===== src/rtl/imm_ctrl_pkg.sv =====
// Shared encodings, opcode constants and types for the decode-stage immediate controller.
package imm_ctrl_pkg;

  localparam logic [4:0] IMM_CTRL_NONE  = 5'b00000;
  localparam logic [4:0] IMM_CTRL_ITYPE = 5'b00001;
  localparam logic [4:0] IMM_CTRL_STYPE = 5'b00010;
  localparam logic [4:0] IMM_CTRL_BTYPE = 5'b00100;
  localparam logic [4:0] IMM_CTRL_UTYPE = 5'b01000;
  localparam logic [4:0] IMM_CTRL_JTYPE = 5'b10000;

  localparam logic [6:0] OPC_LOAD   = 7'b0000011;
  localparam logic [6:0] OPC_OPIMM  = 7'b0010011;
  localparam logic [6:0] OPC_JALR   = 7'b1100111;
  localparam logic [6:0] OPC_STORE  = 7'b0100011;
  localparam logic [6:0] OPC_BRANCH = 7'b1100011;
  localparam logic [6:0] OPC_LUI    = 7'b0110111;
  localparam logic [6:0] OPC_AUIPC  = 7'b0010111;
  localparam logic [6:0] OPC_JAL    = 7'b1101111;
  localparam logic [6:0] OPC_OP     = 7'b0110011;
  localparam logic [6:0] OPC_SYSTEM = 7'b1110011;
  localparam logic [6:0] OPC_FENCE  = 7'b0001111;

  localparam int STAT_NUM = 6;

  typedef struct packed {
    logic [4:0]  immctrl;
    logic        illegal;
    logic [11:0] iimm;
    logic [11:0] simm;
    logic [11:0] bimm;
    logic [19:0] uimm;
    logic [19:0] jimm;
  } imm_entry_t;

  typedef enum logic [1:0] {
    ST_EMPTY = 2'd0,
    ST_ONE   = 2'd1,
    ST_TWO   = 2'd2
  } buf_state_t;

endpackage


===== src/rtl/imm_ctrl_if.sv =====
// Fetch-side push, consumer-side pop and statistics readback signals of imm_ctrl.
interface imm_ctrl_if #(
  parameter int STAT_W = 32
);
  logic [31:0]       instr_i;
  logic              instr_valid_i;
  logic              instr_ready_o;
  logic              flush_i;
  logic              imm_valid_o;
  logic              imm_ready_i;
  logic [4:0]        immctrl_o;
  logic [11:0]       iimm_o;
  logic [11:0]       simm_o;
  logic [11:0]       bimm_o;
  logic [19:0]       uimm_o;
  logic [19:0]       jimm_o;
  logic              imm_illegal_o;
  logic [2:0]        stat_sel_i;
  logic [STAT_W-1:0] stat_o;

  modport master (
    output instr_i, instr_valid_i, flush_i, imm_ready_i, stat_sel_i,
    input  instr_ready_o, imm_valid_o, immctrl_o, iimm_o, simm_o, bimm_o,
           uimm_o, jimm_o, imm_illegal_o, stat_o
  );

  modport slave (
    input  instr_i, instr_valid_i, flush_i, imm_ready_i, stat_sel_i,
    output instr_ready_o, imm_valid_o, immctrl_o, iimm_o, simm_o, bimm_o,
           uimm_o, jimm_o, imm_illegal_o, stat_o
  );
endinterface


===== src/rtl/imm_ctrl_decode.sv =====
// imm_decode: combinational opcode classification and raw immediate field slicing.
import imm_ctrl_pkg::*;

module imm_decode #(
  parameter int INSTR_W = 32
) (
  input  logic [INSTR_W-1:0] instr,
  output imm_entry_t         entry
);

  always_comb begin
    entry.illegal = 1'b0;
    case (instr[6:0])
      OPC_LOAD, OPC_OPIMM, OPC_JALR: entry.immctrl = IMM_CTRL_ITYPE;
      OPC_STORE:                     entry.immctrl = IMM_CTRL_STYPE;
      OPC_BRANCH:                    entry.immctrl = IMM_CTRL_BTYPE;
      OPC_LUI, OPC_AUIPC:            entry.immctrl = IMM_CTRL_UTYPE;
      OPC_JAL:                       entry.immctrl = IMM_CTRL_JTYPE;
      OPC_OP, OPC_SYSTEM, OPC_FENCE: entry.immctrl = IMM_CTRL_NONE;
      default: begin
        entry.immctrl = IMM_CTRL_NONE;
        entry.illegal = 1'b1;
      end
    endcase
  end

  // Fields are sliced for every instruction; shift-immediates keep the raw iimm.
  assign entry.iimm = instr[31:20];
  assign entry.simm = {instr[31:25], instr[11:7]};
  assign entry.bimm = {instr[31], instr[7], instr[30:25], instr[11:8]};
  assign entry.uimm = instr[31:12];
  assign entry.jimm = {instr[31], instr[19:12], instr[20], instr[30:21]};

endmodule


===== src/rtl/imm_ctrl.sv =====
// Decode-stage immediate controller: 2-entry skid buffer toward ID/EX with flush.
// Optional per-class pop counters are built when IMM_CTRL_STATS_EN is defined.
import imm_ctrl_pkg::*;

module imm_ctrl #(
  parameter int INSTR_W = 32,
  parameter int STAT_W  = 32
) (
  input  logic         clk,
  input  logic         reset,
  imm_ctrl_if.slave    bus
);

  // state    | meaning
  // ST_EMPTY | no entry buffered, outputs zero
  // ST_ONE   | head valid, skid empty
  // ST_TWO   | head and skid valid, fetch stalled

  buf_state_t state;
  imm_entry_t dec;
  imm_entry_t head;
  imm_entry_t skid;
  logic       ready_r;
  logic       push;
  logic       pop;

  imm_decode #(.INSTR_W(INSTR_W)) u_decode (
    .instr (bus.instr_i),
    .entry (dec)
  );

  assign push = bus.instr_valid_i & ready_r;
  assign pop  = (state != ST_EMPTY) & bus.imm_ready_i;

  always_ff @(posedge clk) begin
    if (reset || bus.flush_i) begin
      state   <= ST_EMPTY;
      head    <= '0;
      skid    <= '0;
      ready_r <= 1'b1;
    end else begin
      case (state)
        ST_EMPTY: begin
          if (push) begin
            head  <= dec;
            state <= ST_ONE;
          end
        end
        ST_ONE: begin
          if (push && pop) begin
            head <= dec;
          end else if (push) begin
            skid    <= dec;
            state   <= ST_TWO;
            ready_r <= 1'b0;
          end else if (pop) begin
            head  <= '0;
            state <= ST_EMPTY;
          end
        end
        ST_TWO: begin
          if (pop) begin
            head    <= skid;
            skid    <= '0;
            state   <= ST_ONE;
            ready_r <= 1'b1;
          end
        end
        default: begin
          state   <= ST_EMPTY;
          head    <= '0;
          skid    <= '0;
          ready_r <= 1'b1;
        end
      endcase
    end
  end

  assign bus.instr_ready_o = ready_r;
  assign bus.imm_valid_o   = (state != ST_EMPTY);
  assign bus.immctrl_o     = head.immctrl;
  assign bus.imm_illegal_o = head.illegal;
  assign bus.iimm_o        = head.iimm;
  assign bus.simm_o        = head.simm;
  assign bus.bimm_o        = head.bimm;
  assign bus.uimm_o        = head.uimm;
  assign bus.jimm_o        = head.jimm;

`ifdef IMM_CTRL_STATS_EN
  logic [STAT_W-1:0]   cnt [STAT_NUM];
  logic [STAT_NUM-1:0] inc;

  // Counter order matches the one-hot immctrl bits, then illegal.
  assign inc = {head.illegal, head.immctrl} & {STAT_NUM{pop & ~bus.flush_i}};

  always_ff @(posedge clk) begin
    for (int i = 0; i < STAT_NUM; i++) begin
      if (reset) begin
        cnt[i] <= '0;
      end else if (inc[i] && (cnt[i] != {STAT_W{1'b1}})) begin
        cnt[i] <= cnt[i] + 1'b1;
      end
    end
  end

  always_comb begin
    bus.stat_o = '0;
    case (bus.stat_sel_i)
      3'd0: bus.stat_o = cnt[0];
      3'd1: bus.stat_o = cnt[1];
      3'd2: bus.stat_o = cnt[2];
      3'd3: bus.stat_o = cnt[3];
      3'd4: bus.stat_o = cnt[4];
      3'd5: bus.stat_o = cnt[5];
      default: bus.stat_o = '0;
    endcase
  end
`else
  logic unused_stat_sel;
  assign unused_stat_sel = ^bus.stat_sel_i;
  assign bus.stat_o      = {STAT_W{1'b0}};
`endif

endmodule


===== src/flat_wrapper.sv =====
// flat-port wrapper written by rule: the top's interface ports become plain ports
module imm_ctrl_flat 
#(
  parameter int INSTR_W = 32,
  parameter int STAT_W  = 32
)
  (clk, reset, bus_instr_i, bus_instr_valid_i, bus_flush_i, bus_imm_ready_i, bus_stat_sel_i, bus_instr_ready_o, bus_imm_valid_o, bus_immctrl_o, bus_iimm_o, bus_simm_o, bus_bimm_o, bus_uimm_o, bus_jimm_o, bus_imm_illegal_o, bus_stat_o);
  imm_ctrl_if #(.STAT_W(STAT_W)) bus_i ();
  input  logic clk;
  input  logic reset;
  input wire logic [$bits(bus_i.instr_i)-1:0] bus_instr_i;
  input wire logic [$bits(bus_i.instr_valid_i)-1:0] bus_instr_valid_i;
  input wire logic [$bits(bus_i.flush_i)-1:0] bus_flush_i;
  input wire logic [$bits(bus_i.imm_ready_i)-1:0] bus_imm_ready_i;
  input wire logic [$bits(bus_i.stat_sel_i)-1:0] bus_stat_sel_i;
  output wire logic [$bits(bus_i.instr_ready_o)-1:0] bus_instr_ready_o;
  output wire logic [$bits(bus_i.imm_valid_o)-1:0] bus_imm_valid_o;
  output wire logic [$bits(bus_i.immctrl_o)-1:0] bus_immctrl_o;
  output wire logic [$bits(bus_i.iimm_o)-1:0] bus_iimm_o;
  output wire logic [$bits(bus_i.simm_o)-1:0] bus_simm_o;
  output wire logic [$bits(bus_i.bimm_o)-1:0] bus_bimm_o;
  output wire logic [$bits(bus_i.uimm_o)-1:0] bus_uimm_o;
  output wire logic [$bits(bus_i.jimm_o)-1:0] bus_jimm_o;
  output wire logic [$bits(bus_i.imm_illegal_o)-1:0] bus_imm_illegal_o;
  output wire logic [$bits(bus_i.stat_o)-1:0] bus_stat_o;
  assign bus_i.instr_i = bus_instr_i;
  assign bus_i.instr_valid_i = bus_instr_valid_i;
  assign bus_i.flush_i = bus_flush_i;
  assign bus_i.imm_ready_i = bus_imm_ready_i;
  assign bus_i.stat_sel_i = bus_stat_sel_i;
  assign bus_instr_ready_o = bus_i.instr_ready_o;
  assign bus_imm_valid_o = bus_i.imm_valid_o;
  assign bus_immctrl_o = bus_i.immctrl_o;
  assign bus_iimm_o = bus_i.iimm_o;
  assign bus_simm_o = bus_i.simm_o;
  assign bus_bimm_o = bus_i.bimm_o;
  assign bus_uimm_o = bus_i.uimm_o;
  assign bus_jimm_o = bus_i.jimm_o;
  assign bus_imm_illegal_o = bus_i.imm_illegal_o;
  assign bus_stat_o = bus_i.stat_o;
  imm_ctrl #(.INSTR_W(INSTR_W), .STAT_W(STAT_W)) u_core (.clk(clk), .reset(reset), .bus(bus_i));
endmodule

===== config.mk =====
export PLATFORM = sky130hd
export DESIGN_NAME = imm_ctrl_flat
export DESIGN_NICKNAME = d
export VERILOG_FILES = /design/src/rtl/imm_ctrl_pkg.sv /design/src/rtl/imm_ctrl_if.sv /design/src/rtl/imm_ctrl_decode.sv /design/src/rtl/imm_ctrl.sv /design/src/flat_wrapper.sv
export SDC_FILE = /design/constraint.sdc
export NUM_CORES = 1
export LEC_CHECK = 0
export ABC_AREA = 1
export CORE_MARGIN = 8
export CORE_UTILIZATION = 39
export CTS_BUF_LIST = sky130_fd_sc_hd__clkbuf_4
export CTS_CLUSTER_DIAMETER = 30
export DETAILED_ROUTE_END_ITERATION = 6
export HOLD_SLACK_MARGIN = 0.15
export MAX_ROUTING_LAYER = met4
export PLACE_DENSITY = 0.81
export SLEW_MARGIN = 25
export SYNTH_ARGS = -nofsm -noshare
export SYNTH_HDL_FRONTEND = slang
export SYNTH_SLANG_ARGS = --single-unit

===== constraint.sdc =====
create_clock -name clk -period 1.5 [get_ports clk]
set_input_delay 0.3 -clock clk [delete_from_list [all_inputs] [get_ports clk]]
set_output_delay 0.3 -clock clk [all_outputs]
set_load 0.1 [all_outputs]

* Word-level counts from Yosys, hierarchy flattened
Cells that the tools add are included.
Operators by class: equal/unequal tests 20, reductions and logical operators 10, multiplexer cells 20, bitwise logic cells 3
Operator list (count):
- 82-bit 2-to-1 mux | 6
- 82-bit case mux with 3 select lines | 2
- 7-bit == test, second input constant | 4
- 5-bit case mux with 5 select lines | 1
- 7-bit by 6-bit == test with 1-bit output, second input constant | 3
- 7-bit by 5-bit == test with 1-bit output, second input constant | 2
- 4-bit AND reduction | 3
- 11-bit OR reduction | 1
- 2-bit 2-to-1 mux | 5
- 7-bit by 2-bit == test with 1-bit output, second input constant | 1
- 7-bit by 4-bit == test with 1-bit output, second input constant | 1
- 2-bit by 1-bit inequality test with 1-bit output, second input constant | 3
- 3-bit by 1-bit inequality test with 1-bit output, second input constant | 2
- 2-bit case mux with 3 select lines | 1
- 1-bit 2-to-1 mux | 4
- 3-bit inequality test, second input constant | 1
- 1-bit case mux with 3 select lines | 1
- 3-bit OR reduction | 1
- 1-bit bitwise AND | 2
- 2-bit by 1-bit == test with 1-bit output, second input constant | 1
- 2-bit == test, second input constant | 1
- 2-bit logical NOT | 1
- 2-bit inequality test, second input constant | 1
- 2-bit nonzero test | 1
- other kinds (4) | 4
Word-level totals: register bits 167, logic and storage cells 69, output and inout bits 116

* Logic depth before layout (Yosys ltp)
word-level depth 6, depth in mapped cells 10, depth with buffers taken out 10

* By module
From an unflattened synthesis, not the netlist that was laid out.
Unflattened totals: cell total of the unflattened synthesis 1755, area total of the unflattened synthesis 10154.7 sq um
By module, submodules not included:
- imm_ctrl | area an instance 9442.8 sq um, instances 1, cells each 1649, sequential area each 3343.2 sq um
- imm_decode | area an instance 711.9 sq um, instances 1, cells each 106, sequential area each 0.0 sq um

* Worst setup path after synthesis
OpenSTA, ideal clock, no wires.
path type flip-flop to flip-flop, from register u_core.ready_r (netlist: u_core.bus.instr_ready_o), to register u_core.skid[10] (netlist bit), required time 1.430 ns, data arrival time 1.963 ns, stages on the path, launching flop included 8, setup slack -0.534 ns, path through dfxtp_1 > nand3_2 > o21ai_4 > nor2_4 > inv_2 > buf_4 > nand2_1 > a21oi_1
Between the ends: word-level cells in the longest chain between the ends 4
Ends and longest elaborated chain:
- start: declaration | RTL line imm_ctrl.sv:23 | logic ready_r;
- start signal: assignment | RTL line imm_ctrl.sv:40 | ready_r <= 1'b1;
- start signal: assignment | RTL line imm_ctrl.sv:55 | ready_r <= 1'b0;
- start signal: assignment | RTL line imm_ctrl.sv:66 | ready_r <= 1'b1;
- 1-bit bitwise AND (*) | RTL line imm_ctrl.sv:32 | assign push = bus.instr_valid_i & ready_r;
- 1-bit logical AND | RTL line imm_ctrl.sv:50 | if (push && pop) begin
- 2-bit inequality test (no source line)
- 4-bit AND reduction (no source line) (*)
- end signal: assignment | RTL line imm_ctrl.sv:39 | skid <= '0;
- end signal: assignment | RTL line imm_ctrl.sv:53 | skid <= dec;
- end signal: assignment | RTL line imm_ctrl.sv:64 | skid <= '0;
- end: declaration | RTL line imm_ctrl.sv:22 | imm_entry_t skid;
Every way passes the cells marked *; elsewhere a longest branch is shown, timed or not. A chain may end at the register's enable or synchronous reset.

* Worst setup path after layout
from register u_core.state[1], to output port bus_imm_valid_o
Between the ends: word-level cells in the longest chain between the ends 1
Ends and longest elaborated chain:
- start: declaration | RTL line imm_ctrl.sv:19 | buf_state_t state;
- start signal: assignment | RTL line imm_ctrl.sv:37 | state <= ST_EMPTY;
- start signal: assignment | RTL line imm_ctrl.sv:46 | state <= ST_ONE;
- start signal: assignment | RTL line imm_ctrl.sv:54 | state <= ST_TWO;
- 2-bit nonzero test | RTL line imm_ctrl.sv:80 | assign bus.imm_valid_o = (state != ST_EMPTY);
- end: declaration | RTL line flat_wrapper.sv:17 | output wire logic [$bits(bus_i.imm_valid_o)-1:0] bus_imm_valid_o;
No other way between the ends.

==> results.sh <==
export IMPL_outcome="finished clean"
export IMPL_syn_inst=512
export IMPL_layout_nets=643
export IMPL_areaGrowthSynthToFinish_pct=63.9
export IMPL_antenna_found_initial=0
export IMPL_hold_path_class="reg2reg"
export IMPL_synth_async_reset_ratio=0
export IMPL_finalHoldViolations=0
export IMPL_ff_latch_area_sq_um=1350
export IMPL_rows=34
export IMPL_gp_congestion=0.817
export IMPL_p_leak_uw=0.00239
export IMPL_ir_drop_mv=0.824
export IMPL_root_buffer="clkbuf_4"
export IMPL_finClkSkew_ns=0.0123
export IMPL_grt_pass1_wl_microns=16400
export IMPL_synth_seq_area_share=0.369
export IMPL_path_clk_slew_ns=0.10
export IMPL_htree_levels=3
export IMPL_numCtsBuffers=9
export IMPL_synth_edf_count=0
export IMPL_cts_buffer_depth=2
export IMPL_grt_pass1_vias=3390
export IMPL_grt_start_max_net_pins=33
export IMPL_antenna_diode_count=0
export IMPL_required_ns=1.20
export IMPL_worstPathArrival_ns=1.16
export IMPL_fmax_mhz=685
export IMPL_yosysMostFrequentCell="nand2_1"
export IMPL_dr_pass1_iters=5
export IMPL_ys_types=22
export IMPL_crit_slowest_cell="dfxtp_4"
export IMPL_dpl_worst_slack_ns=-0.438
export IMPL_ys_ff_latch=65
export IMPL_track_usage=0.160
export IMPL_criticalPathCategory="reg2out"
export IMPL_synth_commonest_cells="nand2_1 (200), buf_4 (88), dfxtp_1 (65)"
export IMPL_final_max_slew_viol_count=0
export IMPL_rsz0062_at_grt="yes"
export IMPL_cp_max_fo=5
export IMPL_yosysTopAreaCellShare=0.369
export IMPL_dpl_hpwl_microns=7520
export IMPL_io_pins=156
export IMPL_syn_area_sq_um=3530
export IMPL_drv_cap=0
export IMPL_dieArea_sq_um=12400
export IMPL_path_delay_family="flip-flops"
export IMPL_port_buffers=120
export IMPL_fin_crit_ns=1.46
export IMPL_synth_ff_type="dfxtp_1"
export IMPL_yosysTopAreaCell="dfxtp_1"
export IMPL_die_y_microns=111
export IMPL_crit_buf_inv=2
export IMPL_wl_microns=10300
export IMPL_vias=3404
export IMPL_coreArea_sq_um=8760
export IMPL_initial_utilization=0.403
export IMPL_setup_tns_ns=0
export IMPL_die_x_microns=111
export IMPL_ant_nets=0
export IMPL_ys_warn_count=0
export IMPL_clk_latency_ns=0.40
export IMPL_timing_final_ws_setup_ns=0.0411
export IMPL_critPathCaptureType="output pin"
export IMPL_post_route_util=0.660
export IMPL_drc=0
export IMPL_synth_area_leaders="dfxtp_1 (37%), nand2_1 (21%), buf_4 (19%)"
export IMPL_wl_per_cell_microns=14.3
export IMPL_drtIter0Drc=150
export IMPL_cts_sinks=65
export IMPL_max_stage_delay_ns=0.40
export IMPL_n_fill_cell=694
export IMPL_cts_tree="yes"
export IMPL_syn_avg_cell_area_sq_um=6.89
export IMPL_setup_viol=0
export IMPL_grt_overflow_total=0
export IMPL_drive_gt1_frac=0.309
export IMPL_power_density_nw_per_um2=856
export IMPL_cts_hold_buf=0
export IMPL_period_share=0.973
export IMPL_p_total_uw=4950
export IMPL_vias_per_cell=4.75
export IMPL_multiInputGateArea_sq_um=1600
export IMPL_critPathLaunchType="flip-flop"
export IMPL_crit_chain="nor2_4, inv_8, buf_12"
==> worst paths after layout <==
check / startpoint / end / slack [ns] / depth (start not counted)
setup / recovery: u_core.state[1]$_SDFFE_PP0P_ / bus_imm_valid_o / 0.04 / 3
hold / removal: u_core.skid[5]$_SDFFE_PP0P_ / u_core.skid[5]$_SDFFE_PP0P_ / 0.47 / 2
setup reg to reg: u_core.state[1]$_SDFFE_PP0P_ / u_core.bus.immctrl_o[2]$_SDFFE_PP0P_ / 0.06 / 8
hold reg to reg: u_core.skid[5]$_SDFFE_PP0P_ / u_core.skid[5]$_SDFFE_PP0P_ / 0.47 / 2
==> cells by family after synthesis <==
logic type,count (synthesis),synth area share
AO/OA/AOI/OAI,79,0.117
buffers and inverters,122,0.233
flip-flops,65,0.369
other,1,0.00106
AND/OR/NAND/NOR,245,0.280
==> per-layer routing <==
layer | vias up | wire length (microns) | global-route usage
met2 | 153 | 5430 | 0.285
li1 | 1690 | - | -
met4 | 0 | 77 | 0.0489
met5 | - | 0 | -
met3 | 9 | 808 | 0.0514
met1 | 1552 | 3940 | 0.163
==> metrics by stage <==
| stage | hold slack (ns) | instance area [sq um] | cells |
|---|---|---|---|
| after floorplan | 0.438 | 3740 | 543 |
| after global placement | 0.448 | 5410 | 693 |
| after global routing | 0.479 | 5790 | 716 |
| after detailed placement | 0.457 | 5410 | 693 |
| final | 0.470 | 5790 | 716 |
| after CTS | 0.460 | 5590 | 711 |
==> sequential cells by signal, indices dropped and copies added, names as in the netlist <==
| register | flops |
|---|---|
| u_core.skid | 31 |
| u_core.bus.simm_o | 11 |
| u_core.bus.jimm_o | 9 |
| u_core.bus.iimm_o | 5 |
| u_core.bus.immctrl_o | 5 |
| u_core.state | 2 |
| u_core.bus.imm_illegal_o | 1 |
| u_core.bus.instr_ready_o | 1 |
==> report_power, final <==
part	internal (uW)	leakage [uW]	switching [uW]	total [uW]
logic	570	0.00177	1240	1810
registers	1760	0.000539	74.5	1830
clock network	687	0.0000878	623	1310
total	3010	0.00239	1940	4950
==> final cells by class <==
| class | instances | share of cell area |
|---|---|---|
| Tap cell | 108 | 0.0234 |
| Multi-Input combinational cell | 356 | 0.276 |
| Timing Repair Buffer | 154 | 0.425 |
| Clock inverter | 6 | 0.0143 |
| Sequential cell | 65 | 0.233 |
| Inverter | 17 | 0.0158 |
| Clock buffer | 10 | 0.0130 |
==> worst min-delay path, delay by kind of cell (launching register included) <==
family           cells  cell delay, ns
flip-flops           1            0.32
AND/OR/NAND/NOR      1            0.06
AO/OA/AOI/OAI        1            0.05
==> placed cells by master (no fill, tap or decap), types with 2 or more instances in the layout <==
cell and count:
dfxtp_2 23, buf_6 2, o21ai_0 7, inv_2 3, clkbuf_4 10, nor2_1 17
inv_1 10, dfxtp_4 5, inv_8 3, dfxtp_1 37, a21oi_2 9, clkinv_2 2
a21oi_1 54, buf_12 90, nor2_4 3, clkbuf_16 4, nand2_2 3, nand2_1 197
clkinv_4 2, buf_4 21, bufinv_16 2, conb_1 32, nand3_1 20, o21ai_1 5
clkdlybuf4s50_1 36, nand4_1 2
==> repair_timing <==
action                     in CTS  in global routing
pin swaps                       1                  8
buffers inserted                2                  1
gates cloned                    0                  4
hold endpoints to repair        0                  0
setup endpoints to repair      33                 70
resized for setup               1                 33
Power figures use the tool's default switching activity.
